`config.mk`:
```
export PLATFORM = sky130hd
export DESIGN_NAME = fir_coef_loader
export DESIGN_NICKNAME = d
export VERILOG_FILES = /design/src/rtl/fir_coef_loader.sv
export SDC_FILE = /design/constraint.sdc
export NUM_CORES = 1
export LEC_CHECK = 0
export BUFFER_PORTS_ARGS = -buffer_cell sky130_fd_sc_hd__buf_4
export CAP_MARGIN = 0
export CORE_MARGIN = 3
export CORE_UTILIZATION = 55
export CTS_CLUSTER_DIAMETER = 30
export CTS_CLUSTER_SIZE = 14
export DETAILED_ROUTE_END_ITERATION = 10
export PLACE_DENSITY = 0.79
export SLEW_MARGIN = 25
export SYNTH_ARGS = -nofsm -noshare
export SYNTH_HDL_FRONTEND = slang
export SYNTH_SLANG_ARGS = --single-unit
```
`constraint.sdc`:
```
create_clock -name Clk -period 2.7 [get_ports Clk]
set_input_delay 0.405 -clock Clk [delete_from_list [all_inputs] [get_ports Clk]]
set_output_delay 0.405 -clock Clk [all_outputs]
set_load 0.03 [all_outputs]
```
`src/rtl/fir_coef_loader.sv`:
```
// Double-buffered coefficient loader: byte frames fill shadow taps, which are committed atomically to H0..H2.
// Optional COEF_CHECKSUM_EN appends a mod-2^COEF_W checksum byte to every frame.
module fir_coef_loader #(
   parameter int                COEF_W = 8,
   parameter int                NTAPS  = 3,
   parameter logic [COEF_W-1:0] RST_H0 = COEF_W'(1)
) (
   input  logic              Clk,
   input  logic              Rst_n,
   input  logic              In_valid,
   output logic              In_ready,
   input  logic [COEF_W-1:0] In_data,
   input  logic              In_last,
   output logic [COEF_W-1:0] H0,
   output logic [COEF_W-1:0] H1,
   output logic [COEF_W-1:0] H2,
   output logic              Coef_update,
   output logic              Err,
   output logic              Busy
);

`ifdef COEF_CHECKSUM_EN
   localparam int FLEN = NTAPS + 1;
`else
   localparam int FLEN = NTAPS;
`endif
   localparam int CW = $clog2(FLEN + 1);

   typedef enum logic [1:0] {IDLE, LOAD, DRAIN, COMMIT} state_t;

   state_t            state_q, state_d;
   logic [CW-1:0]     cnt_q, cnt_d, cnt_inc;
   logic [COEF_W-1:0] shadow_q [NTAPS];
   logic [COEF_W-1:0] shadow_d [NTAPS];
   logic [COEF_W-1:0] h_q [NTAPS];
   logic [COEF_W-1:0] h_d [NTAPS];
   logic              upd_q, upd_d;
   logic              err_q, err_d;
   logic              accept;
   logic              csum_ok;

   assign In_ready    = (state_q != COMMIT);
   assign Busy        = (state_q != IDLE);
   assign accept      = In_valid & In_ready;
   assign cnt_inc     = cnt_q + 1'b1;
   assign H0          = h_q[0];
   assign H1          = h_q[1];
   assign H2          = h_q[2];
   assign Coef_update = upd_q;
   assign Err         = err_q;

`ifdef COEF_CHECKSUM_EN
   logic [COEF_W-1:0] csum;

   always_comb begin
      csum = '0;
      for (int i = 0; i < NTAPS; i++) begin
         csum = csum + shadow_q[i];
      end
      csum_ok = (csum == In_data);
   end
`else
   assign csum_ok = 1'b1;
`endif

   always_comb begin
      state_d  = state_q;
      cnt_d    = cnt_q;
      shadow_d = shadow_q;
      h_d      = h_q;
      upd_d    = 1'b0;
      err_d    = 1'b0;
      case (state_q)
         IDLE: begin
            if (accept) begin
               if (In_last) begin
                  err_d = 1'b1;
               end else begin
                  shadow_d[0] = In_data;
                  cnt_d       = CW'(1);
                  state_d     = LOAD;
               end
            end
         end
         LOAD: begin
            if (accept) begin
               // The checksum byte (count == NTAPS) is compared, never stored.
               for (int i = 0; i < NTAPS; i++) begin
                  if (cnt_q == CW'(i)) shadow_d[i] = In_data;
               end
               cnt_d = cnt_inc;
               if (In_last) begin
                  cnt_d = '0;
                  if ((cnt_inc == CW'(FLEN)) && csum_ok) begin
                     state_d = COMMIT;
                  end else begin
                     err_d    = 1'b1;
                     shadow_d = '{default: '0};
                     state_d  = IDLE;
                  end
               end else if (cnt_inc == CW'(FLEN)) begin
                  cnt_d    = '0;
                  err_d    = 1'b1;
                  shadow_d = '{default: '0};
                  state_d  = DRAIN;
               end
            end
         end
         DRAIN: begin
            if (accept && In_last) begin
               state_d = IDLE;
            end
         end
         COMMIT: begin
            h_d     = shadow_q;
            upd_d   = 1'b1;
            state_d = IDLE;
         end
         default: begin
            state_d = IDLE;
         end
      endcase
   end

   always_ff @(posedge Clk or negedge Rst_n) begin
      if (!Rst_n) begin
         state_q <= IDLE;
         cnt_q   <= '0;
         upd_q   <= 1'b0;
         err_q   <= 1'b0;
         for (int i = 0; i < NTAPS; i++) begin
            shadow_q[i] <= '0;
            h_q[i]      <= (i == 0) ? RST_H0 : '0;
         end
      end else begin
         state_q  <= state_d;
         cnt_q    <= cnt_d;
         upd_q    <= upd_d;
         err_q    <= err_d;
         shadow_q <= shadow_d;
         h_q      <= h_d;
      end
   end

endmodule
```
==> flow_metrics.py <==
metrics = {
    "cells_and_area": {
        "mostFrequentLayoutCells": "dfrtp_1 (53), buf_4 (40), mux2_2 (24), nand2_1 (18), a22o_1 (16)",
        "finalNetCount": 233,
        "multi_input_area_um2": 850,
        "diodes": 0,
        "fin_area_mm2": 0.00272,
        "drive_gt1_share_pct": 35.2,
        "area_growth_syn_to_layout_pct": 18.7,
        "fillCellCount": 259,
        "fin_util_pct": 71.1,
        "layout_commonest_cell": "dfrtp_1",
        "seqCellArea_mm2": 0.00135,
        "stdcell_count": 267,
    },
    "critical_path": {
        "cp-startpoint": "state_q[0]",
        "critPathMaxFanout": 15,
        "slowest_stage": "dfrtp_1",
        "cp_slowest_stage_delay_ns": 0.64,
        "ff2ff_path_depth": 3,
        "timing.critical_path.buf_inv": 1,
        "start_kind": "flip-flop",
        "critPathKind": "flip-flop to primary output",
        "path_delay_family": "flip-flops",
        "worstPathRequired_ns": 2.30,
        "cp_cell_sequence": "nand2_2 -> buf_4",
        "worstReg2RegStart": "state_q[1]",
        "r2r_setup_slack_ns": 0.86,
        "crit_arrival_ns": 1.55,
        "end_kind": "primary output",
        "r2r-end": "shadow_q[11]",
    },
    "global_route": {
        "grt_overflow": 0,
        "grt_pass1_wl_um": 8040,
        "antenna_found_initial": 0,
        "grt_pass1_vias": 1595,
        "track_usage_pct": 20.7,
        "grt_max_degree": 55,
    },
    "synthesis": {
        "syn_avg_cell_area_um2": 12.9,
        "syn_area_mm2": 0.00229,
        "yosysTopAreaCell": "dfrtp_1",
        "synth_compound_area_share_pct": 15.5,
        "yosys-top-cells-area": "dfrtp_1 (58%), mux2_2 (12%), a22o_1 (6.1%)",
        "synth_fa_ha_area_share_pct": 1.64,
        "syn_inst": 178,
        "syn_nets": 193,
        "synth-seq-cells": 54,
        "yosys.area_share.xor_xnor_pct": 0.382,
        "synth_flop_cell": "dfrtp_1",
        "synth_top_area_share_pct": 57.8,
        "yosysUniqueCellTypes": 33,
        "synth_top_family_by_area": "compound AO/OA/AOI/OAI gates",
        "synth_simple_gate_area_share_pct": 7.75,
        "synth_edf_count": 0,
        "async_flop_share_pct": 100,
        "ys_seq_area_share_pct": 59.0,
        "synthMuxAreaShare_pct": 11.8,
        "yosys_warnings": 0,
    },
    "detailed_routing": {
        "drt_iter0_drc": 183,
        "wl_per_cell_um": 18.1,
        "vias": 1576,
        "drc_errors": 0,
        "first_pass_iters": 4,
        "drt_wl_total_um": 4850,
        "drtAntennaViolNets": 0,
        "viasPerCell": 5.90,
    },
    "pwr": {
        "p_leak_nw": 1.37,
        "ir_drop_v": 0.000474,
        "power_density_mw_per_mm2": 1070,
    },
    "sta": {
        "setup_violations": 0,
        "setup_tns_ns": 0,
        "grt_setup_unrepaired": "no",
        "max_freq_mhz": 511,
        "timing.hold.ws_ns": 0.117,
        "period_needed_ns": 1.96,
        "slew_headroom_pct": 44.0,
        "maxSlewViolCount": 0,
        "worstMarginPinSlew_ns": 0.837,
        "fin_crit_sh_pct": 72.5,
        "skew_ns": 0.00464,
        "finalHoldViolCount": 0,
    },
    "floorplanning": {
        "rows": 22,
        "start_util_pct": 59.9,
        "dieArea_mm2": 0.00498,
        "fp.dieH_um": 70.6,
        "core_area_mm2": 0.00383,
        "io_pins": 40,
        "die_w_um": 70.6,
    },
    "cts": {
        "hold_buffers": 0,
        "post_cts_buffers": 0,
        "clockBufferDepth": 2,
        "h-tree-depth": 2,
        "cts_tree": "built",
        "cts-root-buf": "clkbuf_8",
        "clk_pin_slew_ns": 0.09,
        "clock-sinks": 54,
        "numCtsBuffers": 5,
        "cts-resized-gates": 0,
        "clkLatencyLatePin_ns": 0.31,
    },
    "placed_design": {
        "dp_hpwl_um": 3310,
        "portBuffers": 39,
        "place_area_mm2": 0.00262,
        "numPlacedInstances": 259,
        "gp_congestion": 0.941,
    },
    "flow_run": {
        "drv_cap": 0,
    },
    "worst_hold_path": {
        "hold_path.class": "input port to async pin",
    },
    "status": {
        "status": "finished, final reports clean",
    },
}
==> sequential cells by signal (all words and copies together) (netlist names) <==
| name | count |
|---|---|
| Coef_update | 1 |
| state_q | 2 |
| cnt_q | 2 |
| shadow_q | 24 |
| H1 | 8 |
| H0 | 8 |
| Err | 1 |
| H2 | 8 |
==> worst max-delay path by stage <==
stage	cells after the start	slack, ns	to
floorplan	3	1.34	H0[2]
global placement	3	0.93	shadow_q[15]
detailed placement	3	0.90	shadow_q[9]
CTS	2	0.76	In_ready
global route	2	0.66	In_ready
finish	2	0.74	In_ready
==> routing by layer <==
layer	part of all wire, %	routed length (µm)	global-route usage (%)
met4	2.0	97	7.31
met3	5.7	278	4.97
met5	0	0	0
met1	41	2000	26.5
met2	51	2470	34.5
==> area by class of cell <==
class,count,area share [%]
clock buffer,7,2.80
sequential,54,49.7
clock inverter,1,1.10
inverter,14,1.93
timing repair buffer,40,11.0
multi-input combinational,103,31.2
tap,48,2.21
==> report_power, final <==
| part | internal [W] | total (W) | switching [W] |
|---|---|---|---|
| registers | 0.00108 | 0.00132 | 0.000238 |
| clock network | 0.000278 | 0.000533 | 0.000255 |
| logic | 0.000473 | 0.00106 | 0.000589 |
| total | 0.00183 | 0.00292 | 0.00108 |
==> synthesized netlist by cell type, types with 2 or more instances <==
library cell	number
a21oi_1	2
a22o_1	16
a2bb2oi_1	8
buf_2	4
clkbuf_1	2
dfrtp_1	53
ha_1	3
inv_1	13
mux2_2	24
nand2_1	18
nand2b_1	3
nor2_1	2
o211ai_1	2
o21ai_0	2
o221ai_1	8
==> stage by stage <==
step                      total power, W  setup slack, ns
after floorplan                  0.00201             1.34
after global placement           0.00234            0.927
after detailed placement         0.00240            0.903
after CTS                        0.00293            0.758
after global routing             0.00308            0.659
final                            0.00292            0.743
==> logic make-up after synthesis <==
| group | after synthesis |
|---|---|
| flops | 54 |
| fa+ha+maj | 3 |
| buf+inv | 21 |
| xor+xnor | 1 |
| mux | 24 |
| compound gates | 43 |
| simple gates | 32 |
==> worst reg2reg max path: stages (launching register included) <==
cell      delay [ns]
dfrtp_1         0.47
nand2b_1        0.39
nor4_4          0.65
a22o_1          0.26
(Power assumes the default switching activity.)
